==> src/rtl/ocm_arbiter.sv <==
// ocm_arbiter: round-robin arbiter for N core ports in front of one single-port word-wide BRAM (load, store, atomic RMW).
// Latency from accept edge: grant cycle 1, read valid cycle 3, plain-write valid cycle 2, AMO write valid 2 cycles after 1111.
// Backpressure: losing cores simply stay pending on i_req; grant is held across both AMO phases; the winner aborts by dropping i_req.
module ocm_arbiter #(
    parameter int N_CORES   = 2,
    parameter int ADDR_BITS = 12
) (
    input  logic                           clk,
    input  logic                           nrst,
    input  logic [N_CORES-1:0]             i_req,
    input  logic [N_CORES-1:0]             i_atomic,
    input  logic [N_CORES*ADDR_BITS-1:0]   i_addr,
    input  logic [N_CORES*4-1:0]           i_dm_write,
    input  logic [N_CORES*32-1:0]          i_wdata,
    output logic [N_CORES-1:0]             o_grant,
    output logic [N_CORES-1:0]             o_data_valid,
    output logic [N_CORES-1:0]             o_data_write_valid,
    output logic [31:0]                    o_rdata,
    output logic [ADDR_BITS-1:0]           o_mem_addr,
    output logic [3:0]                     o_mem_we,
    output logic [31:0]                    o_mem_wdata,
    input  logic [31:0]                    i_mem_rdata
);

    localparam int IDXW = (N_CORES > 1) ? $clog2(N_CORES) : 1;

    typedef enum logic [2:0] {
        S_IDLE,
        S_READ,
        S_RCAP,
        S_RRESP,
        S_AMO_WAIT,
        S_WRITE,
        S_WRESP,
        S_DONE
    } state_t;

    state_t               state_q, state_d;
    logic [IDXW-1:0]      win_q, win_d;
    logic [IDXW-1:0]      ptr_q, ptr_d;
    logic                 atomic_q, atomic_d;
    logic [N_CORES-1:0]   served_q, served_d;
    logic [N_CORES-1:0]   grant_q, grant_d;
    logic [N_CORES-1:0]   dv_q, dv_d;
    logic [N_CORES-1:0]   dwv_q, dwv_d;
    logic [31:0]          rdata_q, rdata_d;
    logic [ADDR_BITS-1:0] addr_q, addr_d;

    logic [ADDR_BITS-1:0] addr_arr [N_CORES];
    logic [3:0]           be_arr   [N_CORES];
    logic [31:0]          wd_arr   [N_CORES];
    logic [N_CORES-1:0]   elig;
    logic                 pick_vld;
    logic [IDXW-1:0]      pick_idx;
    logic                 win_req;
    logic                 wr_active;

    // Split the flat per-core buses into indexable arrays.
    always_comb begin
        for (int k = 0; k < N_CORES; k++) begin
            addr_arr[k] = i_addr[k*ADDR_BITS +: ADDR_BITS];
            be_arr[k]   = i_dm_write[k*4 +: 4];
            wd_arr[k]   = i_wdata[k*32 +: 32];
        end
    end

    // A core that already completed stays ineligible until it drops its request.
    assign elig    = i_req & ~served_q;
    assign win_req = i_req[win_q];

    // Round-robin search: first eligible core starting just after the last winner.
    always_comb begin
        int cand;
        pick_vld = 1'b0;
        pick_idx = '0;
        cand     = 0;
        for (int i = 1; i <= N_CORES; i++) begin
            cand = (int'(ptr_q) + i) % N_CORES;
            if (!pick_vld && elig[cand[IDXW-1:0]]) begin
                pick_vld = 1'b1;
                pick_idx = cand[IDXW-1:0];
            end
        end
    end

    // Transaction sequencer: accept, BRAM read pipeline, AMO hold, write, completion.
    always_comb begin
        state_d  = state_q;
        win_d    = win_q;
        ptr_d    = ptr_q;
        atomic_d = atomic_q;
        grant_d  = grant_q;
        addr_d   = addr_q;
        rdata_d  = rdata_q;
        dv_d     = '0;
        dwv_d    = '0;
        served_d = served_q & i_req;

        if (state_q != S_IDLE && !win_req) begin
            // Winner withdrew: drop everything without writing or marking it served.
            state_d = S_IDLE;
            grant_d = '0;
        end else begin
            case (state_q)
                S_IDLE: begin
                    if (pick_vld) begin
                        win_d             = pick_idx;
                        ptr_d             = pick_idx;
                        atomic_d          = i_atomic[pick_idx];
                        addr_d            = addr_arr[pick_idx];
                        grant_d           = '0;
                        grant_d[pick_idx] = 1'b1;
                        if (i_atomic[pick_idx] || be_arr[pick_idx] == 4'b0000) begin
                            state_d = S_READ;
                        end else begin
                            state_d = S_WRITE;
                        end
                    end
                end
                S_READ: begin
                    state_d = S_RCAP;
                end
                S_RCAP: begin
                    rdata_d = i_mem_rdata;
                    dv_d    = grant_q;
                    state_d = S_RRESP;
                end
                S_RRESP: begin
                    state_d = atomic_q ? S_AMO_WAIT : S_DONE;
                end
                S_AMO_WAIT: begin
                    if (be_arr[win_q] == 4'b1111) begin
                        state_d = S_WRITE;
                    end
                end
                S_WRITE: begin
                    dwv_d   = grant_q;
                    state_d = S_WRESP;
                end
                S_WRESP: begin
                    state_d = S_DONE;
                end
                S_DONE: begin
                    grant_d         = '0;
                    served_d[win_q] = 1'b1;
                    state_d         = S_IDLE;
                end
                default: begin
                    state_d = S_IDLE;
                    grant_d = '0;
                end
            endcase
        end
    end

    // State and registered outputs.
    always_ff @(posedge clk or negedge nrst) begin
        if (!nrst) begin
            state_q  <= S_IDLE;
            win_q    <= '0;
            ptr_q    <= IDXW'(N_CORES - 1);
            atomic_q <= 1'b0;
            served_q <= '0;
            grant_q  <= '0;
            dv_q     <= '0;
            dwv_q    <= '0;
            rdata_q  <= '0;
            addr_q   <= '0;
        end else begin
            state_q  <= state_d;
            win_q    <= win_d;
            ptr_q    <= ptr_d;
            atomic_q <= atomic_d;
            served_q <= served_d;
            grant_q  <= grant_d;
            dv_q     <= dv_d;
            dwv_q    <= dwv_d;
            rdata_q  <= rdata_d;
            addr_q   <= addr_d;
        end
    end

    // Write strobes come straight from the winner, only in WRITE and only while it still requests.
    assign wr_active          = (state_q == S_WRITE) && win_req;
    assign o_mem_we           = wr_active ? be_arr[win_q] : 4'b0000;
    assign o_mem_wdata        = wr_active ? wd_arr[win_q] : 32'h0;
    assign o_mem_addr         = addr_q;
    assign o_grant            = grant_q;
    assign o_data_valid       = dv_q;
    assign o_data_write_valid = dwv_q;
    assign o_rdata            = rdata_q;

endmodule
==> config.mk <==
export PLATFORM = sky130hd
export DESIGN_NAME = ocm_arbiter
export DESIGN_NICKNAME = d
export VERILOG_FILES = /design/src/rtl/ocm_arbiter.sv
export SDC_FILE = /design/constraint.sdc
export NUM_CORES = 1
export LEC_CHECK = 0
export CAP_MARGIN = 20
export CELL_PAD_IN_SITES_DETAIL_PLACEMENT = 1
export CELL_PAD_IN_SITES_GLOBAL_PLACEMENT = 1
export CORE_ASPECT_RATIO = 1.25
export CORE_MARGIN = 2
export CORE_UTILIZATION = 24
export DETAILED_ROUTE_END_ITERATION = 6
export PLACE_DENSITY_LB_ADDON = 0.1
export SLEW_MARGIN = 40
export SYNTH_ARGS = -nofsm -noshare
export SYNTH_HDL_FRONTEND = slang
export SYNTH_SLANG_ARGS = --single-unit
==> constraint.sdc <==
create_clock -name clk -period 1.9 [get_ports clk]
set_input_delay 0.38 -clock clk [delete_from_list [all_inputs] [get_ports clk]]
set_output_delay 0.38 -clock clk [all_outputs]
set_load 0.02 [all_outputs]
# Word-level counts from Yosys, hierarchy flattened
# Index checks and enable logic that the tools add are counted.
[totals] reg_bits=58 output_inout_bits=86 input_bits=134
[classes] n_eq_ne=10 mux=45 bitwise=7 add_sub_neg=2 magnitude_cmp=8 reduce_logical=16
[ops] operator="2-to-1 mux 32 bit" n=4
[ops] operator="2-to-1 mux 12 bit" n=3
[ops] operator="2-to-1 mux 4 bit" n=7
[ops] operator="case mux 3 bit (8 select lines)" n=1
[ops] operator="2-to-1 mux 2 bit" n=9
[ops] operator="2-to-1 mux 1 bit" n=14
[ops] operator="equality test 3 bit, second input constant" n=4
[ops] operator="2-to-1 mux 3 bit" n=4
[ops] operator="less-than comparator 1 x 2 -> 1 bit, second input constant" n=4
[ops] operator="equality test 3 x 2 -> 1 bit, second input constant" n=2
[ops] operator="inequality test 3 bit, second input constant" n=2
[ops] operator="AND reduction 2 bit" n=3
[ops] operator="nonzero test 3 bit" n=2
[ops] operator="logical AND 1 bit" n=5
[ops] operator="bitwise AND 2 bit" n=2
[ops] operator="equality test 4 bit, second input constant" n=1
[ops] operator="greater-or-equal comparator 2 bit, second input constant" n=2
[ops] operator="logical NOT 4 bit" n=1
[ops] operator="inverter 1 -> 2 bit" n=2
[ops] operator="case mux 2 bit (2 select lines)" n=1
[ops] operator="equality test 3 x 1 -> 1 bit, second input constant" n=1
[ops] operator="logical NOT 3 bit" n=1
[ops] operator="AND reduction 3 bit" n=1
[ops] operator="adder 1 bit, second input constant" n=2
[ops] operator="7 further kinds" n=10

# Longest topological paths before layout
# Gate-level depths: netlist of run 1.
[depth] word_depth=18 depth_mapped=6

# Least setup slack after synthesis of run 1
# No wires, ideal clock.
[synth_timing] path_type="register to output" from="register win_q" to="output port o_mem_wdata[13]" slack_ns=-0.053 n_path_buf=3 required_ns=1.520 stages_incl_launch_ff=7 arrival_time_ns=1.573 path_cell_list="dfrtp_1 buf_4 mux2i_1 or3_1 buf_2 buf_6 nor2_1"
[synth_via] elab_chain_len=5
[synth_lines] item="start, declared" line="39" text="logic [IDXW-1:0] win_q, win_d;"
[synth_lines] item="start signal, assigned" line="171" text="win_q <= win_d;"
[synth_lines] item="inverter 1 -> 2 bit (not written as such)" line="186" text="assign o_mem_wdata = wr_active ? wd_arr[win_q] : 32'h0;"
[synth_lines] item="2-to-1 mux 32 bit (not written as such) (3 in a row)" line="186"
[synth_lines] item="2-to-1 mux 32 bit (*)" line="186"
[synth_lines] item="end, declared" line="21" text="output logic [31:0] o_mem_wdata,"
# Mark *: on every way between the ends. The rest lies on a longest branch, timed or not. The select of a mux whose other input is x is not followed.

# Worst setup path in the final report of run 1
[layout_timing] from="register win_q" to="output port o_mem_wdata[20]"
# The elaborated chain is that of the path after synthesis.

==> results.cfg, run 1 <==
[pwr]
power_frac_seq_pct = 25.9
cellPowerDensity_nw_per_um2 = 1330
combPwrFrac_pct = 54.3
clkPwrFrac_pct = 19.8
switchingPower_w = 0.00290
netSwitchingFraction_pct = 36.0
p_int_w = 0.00514
p_leak_nw = 2.65
vdd_drop_max_mv = 0.566

[timing]
setup_viol = 42
worst_pin_slew_ns = 0.552
fin_skew_ns = 0.00632
layout_setup_ws_ns = -0.289
finalCritPeriodShare_pct = 115
slew_viol_final = 0
finalHoldViolCount = 0
fin_crit_ns = 2.19
rsz0062_at_grt = yes
max_freq_mhz = 457
timing.hold.ws_ns = 0.479
slew-limit-headroom_pct = 63.2
fin_tns_setup_ns = -8.97

[logic_synthesis]
syn_nets = 408
seq_area_frac_synth_pct = 48.7
yosysWarnings = 0
synthDistinctLibCells = 34
syn_area_um2 = 2980
syn_inst = 274
synth-seq-cells = 58
postSynthAreaPerCell_um2 = 10.9

[placement]
place.gp.congestion = 0.741
dp_hpwl_mm = 8.11
dpl_cell_area_um2 = 5510
place_ws_ns = -0.922
dp_cells = 664
port_buffers = 219

[drt]
drc = 0
wirelength_mm = 11.1
route.vias.total = 3045
firstDrtPassIters = 4
drt-wirelength-per-cell_um = 16.1
drt-vias-per-instance = 4.42
drtIter0Drc = 32
postRouteAntennaNets = 0

[worst_setup_path]
critical_path_buf_inv_count = 2
start_kind = flip-flop
cp.required_ns = 1.52
crit_chain = mux2i_1 > or3_4 > buf_6 > nor2_1 > buf_4
slowest_delay_ns = 0.45
crit_path_top_delay_cell = or3_4
cp.arrival_ns = 1.81
cp_top_family = simple AND/OR/NAND/NOR gates
path_class = reg2out
worst_setup_path_end_kind = primary output
cp_max_fo = 20

[die]
start_util_pct = 24.5
dieArea_um2 = 13300
die_w_um = 104
placement_rows = 45
fp.dieH_um = 129
core_um2 = 12200
io_pins = 220

[outcome]
violations = setup timing
outcome = complete, but fails checks

[finish]
drive_above_1_share_pct = 25.7
num_antenna_cells = 0
final_common_cell = clkdlybuf4s50_1
final_area_um2 = 6060
syn_to_final_growth_pct = 103
layout_common_cells = clkdlybuf4s50_1 (180), dfrtp_1 (56), mux2i_1 (50), buf_4 (42), nor2_1 (35)
nFillCells = 1367
fin_nets = 654
instances_no_fill = 689

[grt]
grt_usage_pct = 15.2
antenna_found_initial = 0
overflow = 0
grt_pass1_wl_mm = 16.1
grt_pass1_vias = 3251
grt_max_degree = 36

[cts]
htree_levels = 3
cts.sinks = 58
cts_tree = done
clkTransAtPathRegs_ns = 0.05
cts-root-buf = clkbuf_16
cts_buffers = 9
clock_latency_ns = 0.32
cts_buffer_depth = 2

[min_path]
hold_path.class = in2reg

[job]
maxCapViolations = 0
## cells by family after synthesis
family	after synthesis	share of synthesized area [%]
DFF	58	48.7
buffers and inverters	22	4.37
muxes	83	29.4
AOI/OAI and AO/OA	28	5.50
xor gates and xnor gates	1	0.294
and+or+nand+nor	82	11.7
## final timing paths
check / end / startpoint / depth (start not counted) / slack [ns]
worst max-delay path: o_mem_wdata[20] / win_q$_DFFE_PN0P_ / 5 / -0.29
worst min-delay path: served_q[0]$_DFF_PN0_ / i_req[0] / 2 / 0.48
worst max register to register: o_rdata[26]$_DFFE_PN0P_ / win_q$_DFFE_PN0P_ / 6 / -0.01
worst min register to register: o_mem_addr[4]$_DFFE_PN0P_ / o_mem_addr[4]$_DFFE_PN0P_ / 2 / 0.48
max in group asynchronous: ptr_q$_DFFE_PN1P_ / nrst / 3 / 0.78
min in group asynchronous: o_rdata[30]$_DFFE_PN0P_ / nrst / 2 / 0.53
## area by class of cell
class | instances | area, um^2 | area share (%)
Timing Repair Buffer | 254 | 2600 | 42.9
Sequential cell | 58 | 1450 | 24.0
Clock inverter | 5 | 53.8 | 0.888
Multi-Input combinational cell | 194 | 1500 | 24.7
Tap cell | 164 | 205 | 3.38
Clock buffer | 11 | 243 | 4.00
Inverter | 3 | 11.3 | 0.186
## metal layers
metal  track usage, %  part of all wire (%)  up-vias  wire length [um]
met5                0                     0        -                 0
met4             5.96                   1.6        0               178
met3             6.13                    10       12              1130
met2             27.6                    52      160              5830
met1             15.7                    36     1433              3970
li1                 -                     -     1440                 -
## sequential cells by signal, indices dropped and copies added (netlist names)
signal / count
o_mem_addr: 12
state_q: 3
o_rdata: 32
o_data_write_valid: 2
o_data_valid: 2
ptr_q: 1
o_grant: 2
atomic_q: 1
served_q: 2
win_q: 1
## synth_stat cells
| cell type | count | area share (%) |
|---|---|---|
| a21bo_2 | 1 | 0.34 |
| a21oi_1 | 1 | 0.17 |
| a41oi_1 | 1 | 0.29 |
| and2b_1 | 2 | 0.50 |
| and3_1 | 1 | 0.21 |
| buf_1 | 1 | 0.13 |
| buf_2 | 5 | 0.84 |
| buf_4 | 5 | 1.3 |
| buf_6 | 3 | 1.1 |
| clkbuf_1 | 5 | 0.63 |
| dfrtp_1 | 57 | 48 |
| dfstp_2 | 1 | 0.88 |
| inv_1 | 3 | 0.38 |
| mux2_1 | 1 | 0.38 |
| mux2_2 | 31 | 12 |
| mux2_4 | 1 | 0.50 |
| mux2i_1 | 50 | 17 |
| nand2_1 | 21 | 2.6 |
| nand3_1 | 1 | 0.17 |
| nand3_2 | 1 | 0.34 |
| nand4_1 | 2 | 0.42 |
| nor2_1 | 46 | 5.8 |
| nor2b_1 | 2 | 0.42 |
| nor3_1 | 2 | 0.34 |
| nor3b_1 | 1 | 0.25 |
| nor4_1 | 2 | 0.42 |
| o211a_1 | 1 | 0.34 |
| o21a_1 | 1 | 0.25 |
| o21ai_0 | 18 | 3.0 |
| o21ai_1 | 1 | 0.17 |
| o22ai_1 | 3 | 0.63 |
| o2bb2ai_1 | 1 | 0.29 |
| or3_1 | 1 | 0.21 |
| xor2_1 | 1 | 0.29 |
## what timing repair did
action / CTS / global route
setup endpoints to repair: 68 / 58
buffers inserted: 1 / 1
endpoints found under the hold margin: 14 / 0
gates resized for setup: 188 / 34
pin swaps: 0 / 13
hold buffers: 1 / 0
cloned: 0 / 7
## per-stage QoR
step           utilization, %  power, W
3_5_place_dp             45.3   0.00618
5_1_grt                  49.8   0.00850
2_1_floorplan               -   0.00423
6_report                 49.8   0.00804
3_3_place_gp             45.3   0.00610
4_1_cts                  47.5   0.00782
## power by group through the flow
stage / clock, W / combinational [W] / sequential [W]
5_1_grt: 0.00169 / 0.00465 / 0.00217
2_1_floorplan: 0 / 0.00155 / 0.00268
4_1_cts: 0.00163 / 0.00411 / 0.00208
3_3_place_gp: 0 / 0.00403 / 0.00207
6_report: 0.00159 / 0.00437 / 0.00208
3_5_place_dp: 0 / 0.00408 / 0.00210
Note: power is estimated with default switching activity, not from simulation.
==> inputs of run 2 (changes only) <==
Settings changed: CAP_MARGIN 20 to default, CORE_UTILIZATION 24 to 42, DONT_BUFFER_PORTS from default to 1.
==> results.cfg, run 2 (synthesized netlist as in run 1, its figures left out) <==
[cts]
cts-root-buf = clkbuf_8
cts_tree = done
htree_levels = 3
clkTransAtPathRegs_ns = 0.07
cts.sinks = 58
clock_latency_ns = 0.33
cts_buffers = 9
cts_buffer_depth = 2

[finish]
syn_to_final_growth_pct = 28.2
drive_above_1_share_pct = 36.1
fin_nets = 453
final_area_um2 = 3820
layout_common_cells = dfrtp_1 (56), mux2i_1 (50), buf_4 (37), nor2_1 (35), mux2_2 (31)
num_antenna_cells = 0
largest_register_ffs = 32
final_util_pct = 55.1
final_common_cell = dfrtp_1

[grt]
grt_usage_pct = 19.5
grt_pass1_vias = 2448
overflow = 0
grt_max_degree = 59
grt_pass1_wl_mm = 11.7
antenna_found_initial = 0

[drt]
dr_wl_met3_um = 664
drtIter0Drc = 45
top_layer = met4
met1Wirelength_mm = 2.65
wirelength_mm = 7.73
firstDrtPassIters = 4
postRouteAntennaNets = 0
drt-wirelength-per-cell_um = 18.7
route.vias.total = 2254
drc = 0
wl_met2_mm = 4.28
drt-vias-per-instance = 5.44

[pwr]
vdd_drop_max_mv = 0.612
switchingPower_w = 0.00251
power_frac_seq_pct = 44.2
p_int_w = 0.00375
clkPwrFrac_pct = 21.1
p_leak_nw = 1.78
cellPowerDensity_nw_per_um2 = 1640
combPwrFrac_pct = 34.7
netSwitchingFraction_pct = 40.1

[placement]
place_ws_ns = 0.0333
port_buffers = 0
dp_hpwl_mm = 5.69
place.gp.congestion = 0.789
dpl_cell_area_um2 = 3370

[die]
die_w_um = 79.3
placement_rows = 34
dieArea_um2 = 7790
start_util_pct = 43.0
fp.dieH_um = 98.2
io_pins = 220
core_um2 = 6930

[worst_setup_path]
cp.required_ns = 1.52
cp.arrival_ns = 1.77
start_kind = flip-flop
path_class = reg2out
crit_path_top_delay_cell = or3_4
cp_max_fo = 18
worst_setup_path_end_kind = primary output
crit_chain = mux2i_1 > or3_4 > buf_12 > nor2_1 > buf_4
slowest_delay_ns = 0.43

[timing]
max_freq_mhz = 465
fin_skew_ns = 0.00647
setup_viol = 36
layout_setup_ws_ns = -0.250
worst_pin_slew_ns = 0.540
finalHoldViolCount = 0
fin_crit_ns = 2.15
slew-limit-headroom_pct = 64.0
slew_viol_final = 0
rsz0062_at_grt = yes
finalCritPeriodShare_pct = 113

[min_path]
hold_path.class = in2reg

[outcome]
violations = setup timing
outcome = complete, but fails checks

[job]
maxCapViolations = 0
run 2: cell count changes in the layout (fill, tap and decap cells not counted), sizes merged:
cell           before  now
bufinv              1    2
buf                66   50
dlygate4sd2         2    0
clkbuf             16   14
clkinv              4    1
clkdlybuf4s50     180    0
clkinvlp            0    1
run 2: final timing paths:
| kind | end | cells after the start | slack [ns] | start |
|---|---|---|---|---|
| hold reg to reg | ptr_q$_DFFE_PN1P_ | 2 | 0.49 | ptr_q$_DFFE_PN1P_ |
| hold / removal | served_q[0]$_DFF_PN0_ | 1 | 0.17 | i_req[0] |
| setup / recovery | o_mem_we[1] | 5 | -0.25 | win_q$_DFFE_PN0P_ |
| min in group asynchronous | o_mem_addr[1]$_DFFE_PN0P_ | 2 | 0.56 | nrst |
| setup reg to reg | o_rdata[27]$_DFFE_PN0P_ | 6 | 0.03 | win_q$_DFFE_PN0P_ |
| max in group asynchronous | ptr_q$_DFFE_PN1P_ | 2 | 1.06 | nrst |
run 2: per-stage QoR:
stage | hold slack [ns] | power, W | setup TNS [ns] | instances
CTS | 0.147 | 0.00620 | -9.25 | 411
floorplan | 0.0844 | 0.00423 | -0.959 | 274
detailed placement | 0.0860 | 0.00478 | 0 | 390
global placement | 0.0858 | 0.00470 | 0 | 390
global route | 0.145 | 0.00666 | -10.90 | 414
finish | 0.166 | 0.00627 | -8.25 | 414
run 2: routing by layer:
| layer | global-route usage, % | vias up |
|---|---|---|
| met4 | 8.22 | 0 |
| met1 | 20.3 | 1072 |
| li1 | - | 1034 |
| met5 | 0 | - |
| met3 | 6.01 | 12 |
| met2 | 35.5 | 136 |
run 2: cell type report:
cell class	instances	area [um^2]
clock inverter	4	72.6
sequential	58	1450
fill	735	3110
multi-input combinational	194	1450
inverter	3	11.3
tap	90	113
clock buffer	12	165
timing repair buffer	53	559
run 2: worst max-delay path: cells and delay by family (launching register included):
| family | cells | cell delay, ns |
|---|---|---|
| flip-flops | 1 | 0.41 |
| AND/OR/NAND/NOR | 2 | 0.55 |
| buffers and inverters | 2 | 0.33 |
| multiplexers | 1 | 0.14 |
run 2: repair_timing:
action | 4_1_cts | 5_1_grt
hold buffers | 2 | 0
setup buffers | 2 | 1
hold endpoints to repair | 58 | 0
setup endpoints to repair | 36 | 68
resized for setup | 7 | 16
pin swaps | 1 | 2
gates cloned | 1 | 2
run 2: power groups by stage:
stage / Combinational, W / Clock [W] / Sequential (W)
6_report: 0.00218 / 0.00132 / 0.00277
5_1_grt: 0.00240 / 0.00141 / 0.00286
4_1_cts: 0.00206 / 0.00136 / 0.00278
3_5_place_dp: 0.00196 / 0 / 0.00281
3_3_place_gp: 0.00190 / 0 / 0.00279
2_1_floorplan: 0.00155 / 0 / 0.00268
==> inputs of run 3 (changes only) <==
--- a/config.mk
+++ b/config.mk
@@ -9,5 +9,4 @@
 export CELL_PAD_IN_SITES_GLOBAL_PLACEMENT = 1
 export CORE_ASPECT_RATIO = 1.25
-export CORE_MARGIN = 2
 export CORE_UTILIZATION = 42
 export DETAILED_ROUTE_END_ITERATION = 6
==> constraint.sdc (replaced) <==
create_clock -name clk -period 1.9 [get_ports clk]
set_input_delay 0.475 -clock clk [delete_from_list [all_inputs] [get_ports clk]]
set_output_delay 0.475 -clock clk [all_outputs]
set_load 0.02 [all_outputs]
==> results.cfg, run 3 (synthesized netlist as in run 1, its figures left out) <==
[outcome]
outcome = complete, but fails checks
violations = setup timing

[pwr]
p_int_w = 0.00361
switchingPower_w = 0.00254
clkPwrFrac_pct = 19.9
p_leak_nw = 1.65
power_w = 0.00615
vdd_drop_max_mv = 0.617
cellPowerDensity_nw_per_um2 = 1640
combPwrFrac_pct = 34.9
power_frac_seq_pct = 45.2
netSwitchingFraction_pct = 41.3

[finish]
final_area_um2 = 3740
layout_common_cells = dfrtp_1 (56), mux2i_1 (47), mux2_2 (31), nor2_4 (22), nand2_1 (21)
num_antenna_cells = 0
drive_above_1_share_pct = 37.2
nFillCells = 697
instances_no_fill = 388
final_common_cell = dfrtp_1
syn_to_final_growth_pct = 25.5
largest_register_ffs = 32
fin_nets = 430

[cts]
cts_buffer_depth = 2
cts-root-buf = clkbuf_8
clkTransAtPathRegs_ns = 0.07
cts_tree = done
clock_latency_ns = 0.33
htree_levels = 3
cts.sinks = 58
cts_buffers = 9

[grt]
grt_pass1_wl_mm = 11.0
grt_pass1_vias = 2218
antenna_found_initial = 0
overflow = 0
grt_usage_pct = 19.3
grt_max_degree = 59

[timing]
max_freq_mhz = 447
fin_crit_ns = 2.24
setup_viol = 36
slew_viol_final = 0
fin_skew_ns = 0.00961
worst_pin_slew_ns = 0.501
rsz0062_at_grt = yes
slew-limit-headroom_pct = 66.6
finalCritPeriodShare_pct = 118
layout_setup_ws_ns = -0.339
finalHoldViolCount = 0

[die]
placement_rows = 33
dieArea_um2 = 7440
fp.dieH_um = 96.2
io_pins = 220
start_util_pct = 44.6
core_um2 = 6690
die_w_um = 77.3

[drt]
drc = 0
drtIter0Drc = 50
top_layer = met4
dr_wl_met3_um = 685
route.vias.total = 2160
met1Wirelength_mm = 2.53
drt-wirelength-per-cell_um = 18.7
wirelength_mm = 7.24
postRouteAntennaNets = 0
wl_met2_mm = 3.95
drt-vias-per-instance = 5.57
firstDrtPassIters = 4

[min_path]
hold_path.class = in2async

[placement]
port_buffers = 0
dp_cells = 369
dp_hpwl_mm = 5.44
dpl_cell_area_um2 = 3360
place.gp.congestion = 0.794

[worst_setup_path]
path_class = reg2out
worst_setup_path_end_kind = primary output
cp.arrival_ns = 1.76
cp.required_ns = 1.42
start_kind = flip-flop
cp_max_fo = 8

[job]
maxCapViolations = 0
run 3: cell types whose count changed in the layout (fill, tap and decap cells not counted), sizes merged:
cell         before  now
clkbuf           14   11
dlygate4sd3       1    0
clkinv            1    2
buf              50   30
run 3: worst max-delay path: stages, from the launching register on:
cell and delay (ns):
dfrtp_2 0.42, mux2i_1 0.14, or3_4 0.36, buf_12 0.15, buf_12 0.15, nor2_4 0.09
buf_6 0.12
run 3: final cells by class:
| cell class | instances | area, um^2 | area share, % |
|---|---|---|---|
| multi-input combinational | 194 | 1590 | 42.6 |
| sequential | 58 | 1450 | 38.9 |
| timing repair buffer | 30 | 354 | 9.47 |
| clock buffer | 11 | 141 | 3.78 |
| tap | 87 | 109 | 2.91 |
| clock inverter | 5 | 77.6 | 2.07 |
| inverter | 3 | 11.3 | 0.301 |
run 3: per-stage QoR:
stage	TNS [ns]	setup slack, ns	utilization (%)	hold WS [ns]
final	-9.91	-0.339	55.9	0.0117
after global routing	-12.78	-0.406	55.9	0.0102
after floorplan	-1.44	-0.0494	-	0.179
after detailed placement	-3.40	-0.143	50.2	0.180
after global placement	-2.58	-0.111	50.2	0.180
after CTS	-10.72	-0.345	55.1	0.000491
run 3: power groups by stage:
stage                     Sequential [W]  Clock, W  Combinational, W
after floorplan                  0.00268         0           0.00165
after global placement           0.00279         0           0.00196
after detailed placement         0.00280         0           0.00203
after CTS                        0.00279   0.00127           0.00214
after global routing             0.00284   0.00131           0.00237
final                            0.00278   0.00122           0.00215
run 3: timing repair:
action                     in CTS  in global routing
hold endpoints to repair       58                  0
pin swaps                       5                  4
setup buffers                   0                  1
hold buffers                    1                  0
cloned                          1                  0
setup endpoints to repair      37                 36
gates resized for setup        15                 10
run 3: worst paths after layout:
path | slack, ns | endpoint | startpoint | cells after the start
max | -0.34 | o_mem_we[2] | win_q$_DFFE_PN0P_ | 6
min | 0.01 | o_mem_addr[5]$_DFFE_PN0P_ | nrst | 1
max reg2reg | 0.08 | o_rdata[8]$_DFFE_PN0P_ | win_q$_DFFE_PN0P_ | 5
min reg2reg | 0.49 | ptr_q$_DFFE_PN1P_ | ptr_q$_DFFE_PN1P_ | 2
max in group asynchronous | 1.60 | ptr_q$_DFFE_PN1P_ | nrst | 1
min in group clk | 0.26 | served_q[0]$_DFF_PN0_ | i_req[0] | 1
run 3: per-layer routing:
metal	vias up	global-route usage [%]
met5	-	0
met4	0	8.49
met3	6	6.64
met2	136	34.5
met1	1027	20.6
li1	991	-
